[src/rtl/stopwatch_pkg.sv]
// Shared stopwatch definitions: time-field widths, limits and default clock rates.
// Used by both the stopwatch datapath and the stopwatch control unit.
package stopwatch_pkg;

    localparam int MSEC_W = 7;
    localparam int SEC_W  = 6;
    localparam int MIN_W  = 6;
    localparam int HOUR_W = 5;

    localparam logic [MSEC_W-1:0] MSEC_MAX = 7'd99;
    localparam logic [SEC_W-1:0]  SEC_MAX  = 6'd59;
    localparam logic [MIN_W-1:0]  MIN_MAX  = 6'd59;
    localparam logic [HOUR_W-1:0] HOUR_MAX = 5'd23;

    localparam int DEF_CLK_HZ  = 100_000_000;
    localparam int DEF_TICK_HZ = 100;

    // Complete time-of-count value, used for the next-state bundle.
    typedef struct packed {
        logic [MSEC_W-1:0] msec;
        logic [SEC_W-1:0]  sec;
        logic [MIN_W-1:0]  min;
        logic [HOUR_W-1:0] hour;
    } sw_time_t;

endpackage

[src/rtl/tick_gen_100hz.sv]
// Prescaler producing a one-cycle registered tick every CLK_HZ/TICK_HZ enabled
// clocks. The count holds while disabled, so a stop/resume keeps the partial period.
module tick_gen_100hz
    import stopwatch_pkg::*;
#(
    parameter int CLK_HZ  = DEF_CLK_HZ,
    parameter int TICK_HZ = DEF_TICK_HZ
) (
    input  logic clk,
    input  logic rst,
    input  logic i_en,
    input  logic i_clear,
    output logic o_tick
);

    localparam int              DIV  = CLK_HZ / TICK_HZ;
    localparam int              PW   = $clog2(DIV);
    localparam logic [PW-1:0]   LAST = PW'(DIV - 1);

    logic [PW-1:0] pre_cnt;
    logic          tick_reg;

    // Prescaler count and tick pulse; clear wins over enable and drops a pending tick.
    always_ff @(posedge clk or negedge rst) begin
        if (!rst) begin
            pre_cnt  <= '0;
            tick_reg <= 1'b0;
        end else if (i_clear) begin
            pre_cnt  <= '0;
            tick_reg <= 1'b0;
        end else begin
            tick_reg <= i_en && (pre_cnt == LAST);
            if (i_en) begin
                pre_cnt <= (pre_cnt == LAST) ? '0 : pre_cnt + 1'b1;
            end
        end
    end

    assign o_tick = tick_reg;

endmodule

[src/rtl/stopwatch_dp.sv]
// Stopwatch datapath: 1/100 s tick generation plus the cascaded
// hundredths/seconds/minutes/hours wrap counters feeding the display mux.
module stopwatch_dp
    import stopwatch_pkg::*;
#(
    parameter int CLK_HZ  = DEF_CLK_HZ,
    parameter int TICK_HZ = DEF_TICK_HZ
) (
    input  logic              clk,
    input  logic              rst,
    input  logic              i_runstop,
    input  logic              i_clear,
    output logic [MSEC_W-1:0] o_msec,
    output logic [SEC_W-1:0]  o_sec,
    output logic [MIN_W-1:0]  o_min,
    output logic [HOUR_W-1:0] o_hour,
    output logic              o_tick
);

    logic              tick;
    logic [MSEC_W-1:0] msec_q;
    logic [SEC_W-1:0]  sec_q;
    logic [MIN_W-1:0]  min_q;
    logic [HOUR_W-1:0] hour_q;
    sw_time_t          time_d;

    tick_gen_100hz #(
        .CLK_HZ  (CLK_HZ),
        .TICK_HZ (TICK_HZ)
    ) u_tick_gen (
        .clk     (clk),
        .rst     (rst),
        .i_en    (i_runstop),
        .i_clear (i_clear),
        .o_tick  (tick)
    );

    // Next time value: ripple the carries combinationally so every field moves on one edge.
    always_comb begin
        time_d.msec = msec_q;
        time_d.sec  = sec_q;
        time_d.min  = min_q;
        time_d.hour = hour_q;
        if (tick) begin
            if (msec_q == MSEC_MAX) begin
                time_d.msec = '0;
                if (sec_q == SEC_MAX) begin
                    time_d.sec = '0;
                    if (min_q == MIN_MAX) begin
                        time_d.min  = '0;
                        time_d.hour = (hour_q == HOUR_MAX) ? '0 : hour_q + 1'b1;
                    end else begin
                        time_d.min = min_q + 1'b1;
                    end
                end else begin
                    time_d.sec = sec_q + 1'b1;
                end
            end else begin
                time_d.msec = msec_q + 1'b1;
            end
        end
    end

    // Time-field registers; clear overrides any tick arriving on the same edge.
    always_ff @(posedge clk or negedge rst) begin
        if (!rst) begin
            msec_q <= '0;
            sec_q  <= '0;
            min_q  <= '0;
            hour_q <= '0;
        end else if (i_clear) begin
            msec_q <= '0;
            sec_q  <= '0;
            min_q  <= '0;
            hour_q <= '0;
        end else begin
            msec_q <= time_d.msec;
            sec_q  <= time_d.sec;
            min_q  <= time_d.min;
            hour_q <= time_d.hour;
        end
    end

    assign o_msec = msec_q;
    assign o_sec  = sec_q;
    assign o_min  = min_q;
    assign o_hour = hour_q;
    assign o_tick = tick;

endmodule

[config.mk]
export PLATFORM = sky130hd
export DESIGN_NAME = stopwatch_dp
export DESIGN_NICKNAME = d
export VERILOG_FILES = /design/src/rtl/stopwatch_pkg.sv /design/src/rtl/tick_gen_100hz.sv /design/src/rtl/stopwatch_dp.sv
export SDC_FILE = /design/constraint.sdc
export NUM_CORES = 1
export LEC_CHECK = 0
export CAP_MARGIN = 20
export CORE_MARGIN = 2
export CORE_UTILIZATION = 45
export DETAILED_ROUTE_END_ITERATION = 8
export PLACE_DENSITY = 0.77
export SLEW_MARGIN = 10
export SYNTH_ARGS = -nofsm -noshare
export SYNTH_HDL_FRONTEND = slang
export SYNTH_HIERARCHICAL = 1
export SYNTH_SLANG_ARGS = --single-unit
[constraint.sdc]
create_clock -name clk -period 2.2 [get_ports clk]
set_input_delay 0.22 -clock clk [delete_from_list [all_inputs] [get_ports clk]]
set_output_delay 0.22 -clock clk [all_outputs]
set_load 0.02 [all_outputs]
==> key figures, run 1 <==
STA
  – Final-report setup violation count: 0
  – Final hold vios: 7
  – Max transition margin: 0.616
  – Final period util: 0.980
  – Final slew viol count: 0
  – Worst clock skew on the final layout: 0.0141 ns
  – Min Clock Period, post-route: 2.16 ns
  – WHS: -0.00840 ns
  – Pin slew with the least headroom to its limit: 0.576 ns
  – Max Clk Rate: 0.464 GHz
  – RSZ-0062 raised after global routing: yes

Route
  – Number of design rule violations left after detail routing: 0
  – Total number of vias: 2201
  – Number of antenna-violating nets in the routed design: 0
  – Initial DRC Count: 114
  – First-pass detailed-route iteration total: 4
  – Total detailed-routing wirelength: 5410 µm
  – Mean routed wirelength per cell: 14.4 µm
  – Routed vias/inst: 5.85

Yosys
  – Proportion of register bits with asynchronous set or reset after synthesis: 1.00
  – Top area cells in the synthesized netlist: dfrtp_1 (46%), a21oi_1 (5.5%), or4_1 (3.6%)
  – Cell type contributing the most total cell area after synthesis: dfrtp_1
  – Count of state elements after synthesis: 45
  – Most used standard cell by instance count after synthesis: dfrtp_1
  – Post-synth EDFFs: 0
  – Share of synthesized area occupied by flip-flops and latches: 0.456
  – Most frequently used flop master after synthesis: dfrtp_1
  – Share of Yosys cell area claimed by the top area cell type: 0.456
  – Synthesized area: 2470 µm²
  – Synth warnings: 6
  – List of most frequent post-synthesis cells: dfrtp_1 (45), a21oi_1 (27), nor2_1 (18)
  – Synth Instances: 264
  – Post-Synthesis Mean Instance Area: 9.35 µm²
  – Library cells used by synthesis: 45
  – Mapped Nets: 273

Worst setup path
  – Setup slack of the most critical reg-to-reg path: 0.04 ns
  – Nature of the critical path endpoint: flip-flop
  – Arrival time at the worst endpoint: 2.39 ns
  – Kind of critical path: flip-flop to flip-flop
  – Maximum fanout along the worst path: 12
  – Worst r2r src: o_msec[3]
  – Startpoint class of the critical path: flip-flop
  – Required time worst endpoint: 2.43 ns
  – Register-to-Register Path Depth: 4
  – Endpoint of the most critical register-to-register path: o_hour[2]

Place
  – Number of I/O port buffers: 28
  – Cell area reported after detailed placement: 2900 µm²
  – DPL Wire Length: 3720 µm
  – Final weighted congestion of routability-driven global placement: 0.780

Status
  – Failing checks: negative hold slack
  – Run status: finished with violations

Power and ir drop
  – Max rail drop VDD: 0.000262 V
  – Switching share of total power: 0.225
  – Net switching power: 359 µW
  – Internal Pwr Total: 1.24 mW
  – Sequential share of power: 0.530
  – Leakage dissipation: 1.15 nW
  – Combinational Power Share: 0.058
  – P per Cell Area: 527 nW/µm²
  – Sum of internal, switching and leakage power: 1.60 mW
  – Clock Power Share: 0.412

Layout
  – Final cell area excluding filler cells: 3030 µm²
  – Final net count: 314
  – Fill cell count: 477
  – Area used by sequential logic in the layout: 1130 µm²
  – Signed area change from the synthesized netlist to the final layout: 22.8%
  – Layout cell share with drive strength beyond 1: 0.111
  – Area taken by multi-input logic gates: 1250 µm²
  – Layout Utilization: 0.582
  – Ant. Diodes: 0

Global routing
  – Total global routing overflow: 0
  – Overall Global Routing Usage: 0.191
  – First-pass GRT wire length: 9490 µm
  – Maximum number of pins on one net before global-route repair: 46
  – Antenna violations before repair: 0
  – Number of global-route vias before repair: 2057

Clocking
  – Clk_lat worst skew: 0.30 ns
  – Clock root buffer: clkbuf_8
  – Number of clock sinks seen by CTS: 45
  – Post-CTS Hold Fix Bufs: 0
  – Clock tree from TritonCTS: built
  – Clock buffer count from CTS: 5
  – # H-tree levels: 2
  – Clock transition at the registers of the reported paths: 0.09 ns
  – Maximum count of clock buffers along a single path: 2

Flow run
  – # Max-Cap Violations: 0

Die
  – Chip height: 78.1 µm
  – Std-Cell Rows: 26
  – Area of the die: 6090 µm²
  – Chip Width: 78.1 µm
  – Core Region: 5200 µm²
  – Initial core utilization: 0.474
  – Number of top-level pins: 29

Worst hold path
  – Tightest Hold Check Type: input pin to asynchronous set/reset pin
what timing repair did:
action                                  CTS  global route
endpoints found under the setup margin    1             3
resized for setup                         0             1
pin swaps                                 1             0
setup buffers                             0             2
worst max path at each step:
stage / slack [ns] / cells past startpoint / to / from
after floorplan: -0.04 / 5 / o_hour[0] / o_msec[3]
after global placement: 0.05 / 4 / o_hour[0] / o_msec[3]
after detailed placement: 0.02 / 4 / o_hour[0] / o_msec[3]
after CTS: 0.02 / 4 / o_hour[2] / o_msec[3]
after global routing: -0.03 / 4 / o_hour[2] / o_msec[3]
final: 0.04 / 4 / o_hour[2] / o_msec[3]
flip-flops by register name, summed over array words and instances (netlist names):
register            count
o_msec                  7
u_tick_gen/o_tick       1
o_min                   6
o_hour                  5
u_tick_gen/pre_cnt     20
o_sec                   6
layer usage:
metal	share of wire	global-route usage	wire length, µm	vias to the layer above
met5	0	0	0	-
met3	0.038	0.0345	205	9
met2	0.49	0.330	2660	50
li1	-	-	-	1075
met4	0.012	0.0474	65	0
met1	0.46	0.249	2470	1067
power groups by stage:
| stage | sequential, mW | combinational (mW) | clock, mW |
|---|---|---|---|
| 2_1_floorplan | 0.868 | 0.0384 | 0 |
| 3_3_place_gp | 0.863 | 0.0913 | 0 |
| 3_5_place_dp | 0.863 | 0.0931 | 0 |
| 4_1_cts | 0.847 | 0.0940 | 0.678 |
| 5_1_grt | 0.849 | 0.104 | 0.719 |
| 6_report | 0.847 | 0.0923 | 0.659 |
cells by family after synthesis:
| logic type | synth area share |
|---|---|
| AND/OR/NAND/NOR | 0.274 |
| AO/OA/AOI/OAI | 0.159 |
| flip-flops | 0.456 |
| buffers and inverters | 0.0360 |
| XOR/XNOR | 0.0461 |
| adder cells (fa/ha/maj) | 0.0253 |
| multiplexers | 0.00405 |
placed cells by master, fill, tap and decap left out, types with 4 or more instances in the layout:
cell	n
or3_1	5
nand3_1	12
inv_1	10
clkdlybuf4s50_1	27
nor2_1	18
dfrtp_1	43
nand4_1	9
o21ai_0	15
clkbuf_8	6
nor3_1	5
xnor2_1	9
nand2_1	16
nor4_1	4
and2_1	5
a21oi_1	27
buf_4	17
xor2_1	4
or4_1	12
o31ai_1	7
nand2b_1	6
ha_1	5
through the flow:
stage	hold WS, ns	std cells	setup TNS (ns)	worst slack [ns]
final	-0.00840	376	0	0.0447
after global routing	0.0362	376	-0.0281	-0.0280
after CTS	0.0117	374	0	0.0205
after detailed placement	0.343	366	0	0.0235
after global placement	0.338	366	0	0.0543
after floorplan	-0.0756	264	-0.0563	-0.0365
area by class of cell:
class	instances	share of cell area
multi-input cells	198	0.414
flip-flops and latches	45	0.372
repair buffers	45	0.133
well taps	70	0.0289
clock buffers	6	0.0273
clock inverters	2	0.0124
inverters	10	0.0124
critical path, cell delays in order, from the launching register on:
cell and delay, ns:
dfrtp_2 0.41, or4b_4 0.54, or4_4 0.51, or4_1 0.49, a21oi_1 0.13
(Power assumes the default switching activity.)
==> run 2: changes to the inputs <==
CORE_ASPECT_RATIO = 0.5   (was unset)
==> key figures, run 2 (same netlist as run 1, synthesis figures left out) <==
Status
  – Run status: completed

Global routing
  – First-pass GRT wire length: 9050 µm (-4.6%)
  – Number of global-route vias before repair: 2013 (-2.1%)
  – Total global routing overflow: 0 (unchanged)
  – Overall Global Routing Usage: 0.182 (-0.00950)
  – Maximum number of pins on one net before global-route repair: 29 (-37%)
  – Antenna violations before repair: 0 (unchanged)

Worst setup path
  – Maximum fanout along the worst path: 13 (+1)
  – Required time worst endpoint: 2.43 ns (about the same)
  – Startpoint class of the critical path: flip-flop
  – Kind of critical path: flip-flop to flip-flop
  – Register-to-Register Path Depth: 4 (unchanged)
  – Nature of the critical path endpoint: flip-flop
  – Arrival time at the worst endpoint: 2.38 ns (about the same)

Place
  – Number of I/O port buffers: 28 (unchanged)
  – Final weighted congestion of routability-driven global placement: 0.811 (+4.0%)
  – DPL Wire Length: 3850 µm (+3.5%)
  – Number of instances in the placed design: 367 (+0.27%)
  – Minimum setup slack after placement: 0.0352 ns (+0.0117 ns)

Clocking
  – Clk_lat worst skew: 0.30 ns (about the same)
  – Number of clock sinks seen by CTS: 45 (unchanged)
  – Maximum count of clock buffers along a single path: 2 (unchanged)
  – # H-tree levels: 2 (unchanged)
  – Clock tree from TritonCTS: built
  – Clock buffer count from CTS: 5 (unchanged)
  – Clock root buffer: clkbuf_8
  – Clock transition at the registers of the reported paths: 0.09 ns (about the same)

Die
  – Chip height: 56.4 µm (-28%)
  – Initial core utilization: 0.483 (+0.00859)
  – Std-Cell Rows: 18 (-31%)
  – Number of top-level pins: 29 (unchanged)
  – Chip Width: 109 µm (+39%)
  – Core Region: 5110 µm² (-1.8%)
  – Area of the die: 6130 µm² (+0.60%)

Route
  – Total number of vias: 2166 (-1.6%)
  – Routed vias/inst: 5.75 (-1.9%)
  – Number of antenna-violating nets in the routed design: 0 (unchanged)
  – First-pass detailed-route iteration total: 4 (unchanged)
  – Number of design rule violations left after detail routing: 0 (unchanged)
  – Mean routed wirelength per cell: 14.2 µm (-1.2%)
  – Total detailed-routing wirelength: 5360 µm (-0.89%)
  – Initial DRC Count: 84 (-26%)

Power and ir drop
  – Max rail drop VDD: 0.000353 V (+35%)
  – P per Cell Area: 549 nW/µm² (+4.1%)
  – Leakage dissipation: 1.16 nW (+1.0%)

STA
  – Final period util: 0.979 (about the same)
  – Post-route setup slack: 0.0464 ns (+0.00174 ns)
  – Max transition margin: 0.577 (-0.0389)
  – Final slew viol count: 0 (unchanged)
  – Worst clock skew on the final layout: 0.00992 ns (-0.00421 ns)
  – Final hold vios: 0 (-7)
  – Final-report setup violation count: 0 (unchanged)
  – Min Clock Period, post-route: 2.15 ns (-0.00174 ns)
  – RSZ-0062 raised after global routing: yes
  – Pin slew with the least headroom to its limit: 0.634 ns (+0.0584 ns)
  – Max Clk Rate: 0.464 GHz (about the same)

Layout
  – Ant. Diodes: 0 (unchanged)
  – Max FFs per register: 20 (unchanged)
  – Most frequent standard cell in the layout excluding fill and tap cells: dfrtp_1
  – Commonest cells after routing, fill and taps aside: dfrtp_1 (43), a21oi_1 (27), clkdlybuf4s50_1 (27)
  – Signed area change from the synthesized netlist to the final layout: 23.8%
  – Fill cell count: 435 (-8.8%)
  – Register name with the most flops: u_tick_gen/pre_cnt
  – Final net count: 315 (+0.32%)
  – Layout cell share with drive strength beyond 1: 0.114 (+0.00290)
  – Final Non-Filler Cells: 377 (+0.27%)
  – Layout Utilization: 0.598 (+0.0157)

Flow run
  – # Max-Cap Violations: 0 (unchanged)

Worst hold path
  – Tightest Hold Check Type: input pin to asynchronous set/reset pin
run 2: metrics by stage:
stage	setup TNS, ns	hold slack, ns	area, µm²	power, mW
after floorplan	-0.0563	-0.0756	2470	0.906
after global placement	0	0.261	2900	0.956
after detailed placement	0	0.275	2900	0.960
after CTS	0	0.490	3050	1.69
after global routing	-0.0196	0.533	3060	1.75
final	0	0.471	3060	1.68
run 2: path summary, 6_finish.rpt:
path	start	end	slack [ns]
max	o_msec[3]	o_hour[2]	0.05
min	rst	u_tick_gen/pre_cnt[15]	0.47
max reg2reg	o_msec[3]	o_hour[2]	0.05
min reg2reg	o_sec[1]	o_sec[1]	0.56
max in group asynchronous	rst	u_tick_gen/pre_cnt[10]	1.12
min in group clk	o_sec[1]	o_sec[1]	0.56
run 2: layout make-up:
class | count | area [µm²] | area share
inverter | 10 | 37.5 | 0.0123
clock buffer | 5 | 68.8 | 0.0225
tap | 70 | 87.6 | 0.0287
multi-input combinational | 198 | 1260 | 0.411
clock inverter | 3 | 65.1 | 0.0213
timing repair buffer | 46 | 413 | 0.135
sequential | 45 | 1130 | 0.369
run 2: worst max-delay path, cell delays in order (launching register included):
cell     delay (ns)
dfrtp_2        0.41
or4b_4         0.55
or4_4          0.51
or4_1          0.49
a21oi_1        0.14
run 2: what timing repair did:
action | 4_1_cts | 5_1_grt
setup endpoints to repair | 0 | 5
hold buffers | 1 | 0
resized for setup | 0 | 1
hold endpoints to repair | 26 | 0
buffers inserted | 0 | 1
run 2: routing by layer:
metal / vias up / global-route usage / part of all wire
li1: 1075 / - / -
met1: 1037 / 0.239 / 0.46
met2: 52 / 0.310 / 0.50
met3: 2 / 0.0395 / 0.039
met4: 0 / 0.0366 / 0.0050
met5: - / 0 / 0
run 2: power breakdown:
| part | switching (mW) | total (mW) | internal, mW |
|---|---|---|---|
| registers | 0.0117 | 0.847 | 0.836 |
| logic | 0.0578 | 0.0950 | 0.0372 |
| clock network | 0.285 | 0.736 | 0.451 |
| total | 0.354 | 1.68 | 1.32 |
==> run 3: changes to the inputs <==
CORE_MARGIN = 8   (was 2)
==> key figures, run 3 (same netlist as run 1, synthesis figures left out) <==
Global routing
  – Number of global-route vias before repair: 2144 (+6.5%)
  – Overall Global Routing Usage: 0.146 (-0.0354)
  – Maximum number of pins on one net before global-route repair: 34 (+17%)
  – First-pass GRT wire length: 9850 µm (+8.8%)
  – Total global routing overflow: 0 (unchanged)
  – Antenna violations before repair: 0 (unchanged)

Place
  – Cell area reported after detailed placement: 2880 µm² (-0.65%)
  – Final weighted congestion of routability-driven global placement: 0.882 (+8.7%)
  – Number of instances in the placed design: 367 (unchanged)
  – Minimum setup slack after placement: 0.0143 ns (-0.0209 ns)
  – Number of I/O port buffers: 28 (unchanged)
  – DPL Wire Length: 3990 µm (+3.7%)

Route
  – Total detailed-routing wirelength: 5670 µm (+5.8%)
  – Routed vias/inst: 5.77 (+0.50%)
  – First-pass detailed-route iteration total: 4 (unchanged)
  – Initial DRC Count: 239 (+180%)
  – Number of design rule violations left after detail routing: 0 (unchanged)
  – Mean routed wirelength per cell: 15.1 µm (+6.0%)
  – Total number of vias: 2171 (+0.23%)
  – Number of antenna-violating nets in the routed design: 0 (unchanged)

Power and ir drop
  – Leakage dissipation: 1.12 nW (-3.6%)
  – Sum of internal, switching and leakage power: 1.47 mW (-12%)
  – P per Cell Area: 492 nW/µm² (-10%)
  – Max rail drop VDD: 0.000277 V (-22%)

Die
  – Initial core utilization: 0.457 (-0.0254)
  – Area of the die: 8260 µm² (+35%)
  – Chip height: 68.4 µm (+21%)
  – Chip Width: 121 µm (+11%)
  – Number of top-level pins: 29 (unchanged)
  – Core Region: 5400 µm² (+5.6%)
  – Std-Cell Rows: 19 (+1)

Worst setup path
  – Nature of the critical path endpoint: flip-flop
  – Cell family contributing the most delay on the critical path: simple AND/OR/NAND/NOR gates
  – Startpoint class of the critical path: flip-flop
  – Arrival time at the worst endpoint: 2.40 ns (+0.02 ns)
  – Required time worst endpoint: 2.44 ns (about the same)
  – Maximum fanout along the worst path: 13 (unchanged)
  – Buf/Inv on CP: 0 (unchanged)
  – Slowest cell delay on critical path: 0.55 ns (about the same)
  – Slowest-stage cell, CP: or4b_4
  – Worst r2r src: o_msec[3]
  – Kind of critical path: flip-flop to flip-flop
  – Worst path cell trace: or4b_4 > or4_4 > or4_1 > a21oi_1
  – Worst Setup SP: o_msec[3]

Layout
  – Ant. Diodes: 0 (unchanged)
  – Final cell area excluding filler cells: 2990 µm² (-2.3%)
  – Final Non-Filler Cells: 376 (-0.27%)
  – Max FFs per register: 20 (unchanged)
  – Layout cell share with drive strength beyond 1: 0.102 (-0.0117)
  – Layout Utilization: 0.553 (-0.0445)
  – Register name with the most flops: u_tick_gen/pre_cnt
  – Signed area change from the synthesized netlist to the final layout: 21.0%
  – Final net count: 311 (-1.3%)
  – Commonest cells after routing, fill and taps aside: dfrtp_1 (43), a21oi_1 (27), clkdlybuf4s50_1 (27)
  – Most frequent standard cell in the layout excluding fill and tap cells: dfrtp_1

STA
  – Final-report setup violation count: 0 (unchanged)
  – WHS: 0.506 ns (+0.0350 ns)
  – Max transition margin: 0.498 (-0.0788)
  – RSZ-0062 raised after global routing: yes
  – Final period util: 0.982 (+0.00301)
  – Worst clock skew on the final layout: 0.00662 ns (-0.00330 ns)
  – Final slew viol count: 0 (unchanged)
  – Final hold vios: 0 (unchanged)
  – Pin slew with the least headroom to its limit: 0.752 ns (+0.118 ns)
  – Setup TNS: 0 ns (unchanged)
  – Max Clk Rate: 0.463 GHz (-0.31%)
  – Post-route setup slack: 0.0398 ns (-0.00662 ns)
  – Min Clock Period, post-route: 2.16 ns (+0.00662 ns)

Clocking
  – Post-CTS repair timing setup buffer count: 0 (unchanged)
  – Maximum count of clock buffers along a single path: 2 (unchanged)
  – Clock root buffer: clkbuf_8
  – # H-tree levels: 2 (unchanged)
  – Clock buffer count from CTS: 5 (unchanged)
  – Clock tree from TritonCTS: built
  – Number of clock sinks seen by CTS: 45 (unchanged)
  – Clk_lat worst skew: 0.31 ns (about the same)
  – Clock transition at the registers of the reported paths: 0.09 ns (about the same)

Status
  – Run status: completed

Worst hold path
  – Tightest Hold Check Type: input pin to asynchronous set/reset pin

Flow run
  – # Max-Cap Violations: 0 (unchanged)
run 3: cell count changes in the layout (fill, tap and decap cells not counted), sizes merged:
cell      before  now
inv           10   11
bufinv         2    0
buf           18   14
clkinvlp       0    1
run 3: repair_timing:
action                     4_1_cts  5_1_grt
setup endpoints to repair        1        5
hold endpoints to repair        32        0
pin swaps                        1        0
hold buffers                     1        0
gates resized for setup          0        2
run 3: worst paths after layout:
kind / to / slack (ns) / cells after the start
setup / recovery: o_hour[2] / 0.04 / 4
hold / removal: u_tick_gen/pre_cnt[9] / 0.51 / 2
setup reg to reg: o_hour[2] / 0.04 / 4
hold reg to reg: o_sec[1] / 0.56 / 2
max in group asynchronous: o_hour[1] / 1.03 / 3
min in group clk: o_sec[1] / 0.56 / 2
run 3: layer usage:
metal | GRT usage | vias up | part of all wire | wire length, µm
met3 | 0.0305 | 12 | 0.040 | 226
met5 | 0 | - | 0 | 0
met2 | 0.256 | 56 | 0.50 | 2830
met1 | 0.171 | 1041 | 0.44 | 2500
met4 | 0.0801 | 0 | 0.020 | 113
li1 | - | 1062 | - | -
run 3: cell type report:
cell class                 count  area, µm²
clock buffer                   5       68.8
clock inverter                 3       21.3
fill                         471       2410
inverter                      10       37.5
multi-input combinational    198       1260
sequential                    45       1130
tap                           73       91.3
timing repair buffer          42        383
run 3: power breakdown:
group          switching, mW  leakage [nW]  internal, mW
Combinational         0.0602         0.452        0.0342
Clock                  0.303        0.0445         0.226
Sequential            0.0118         0.622         0.836
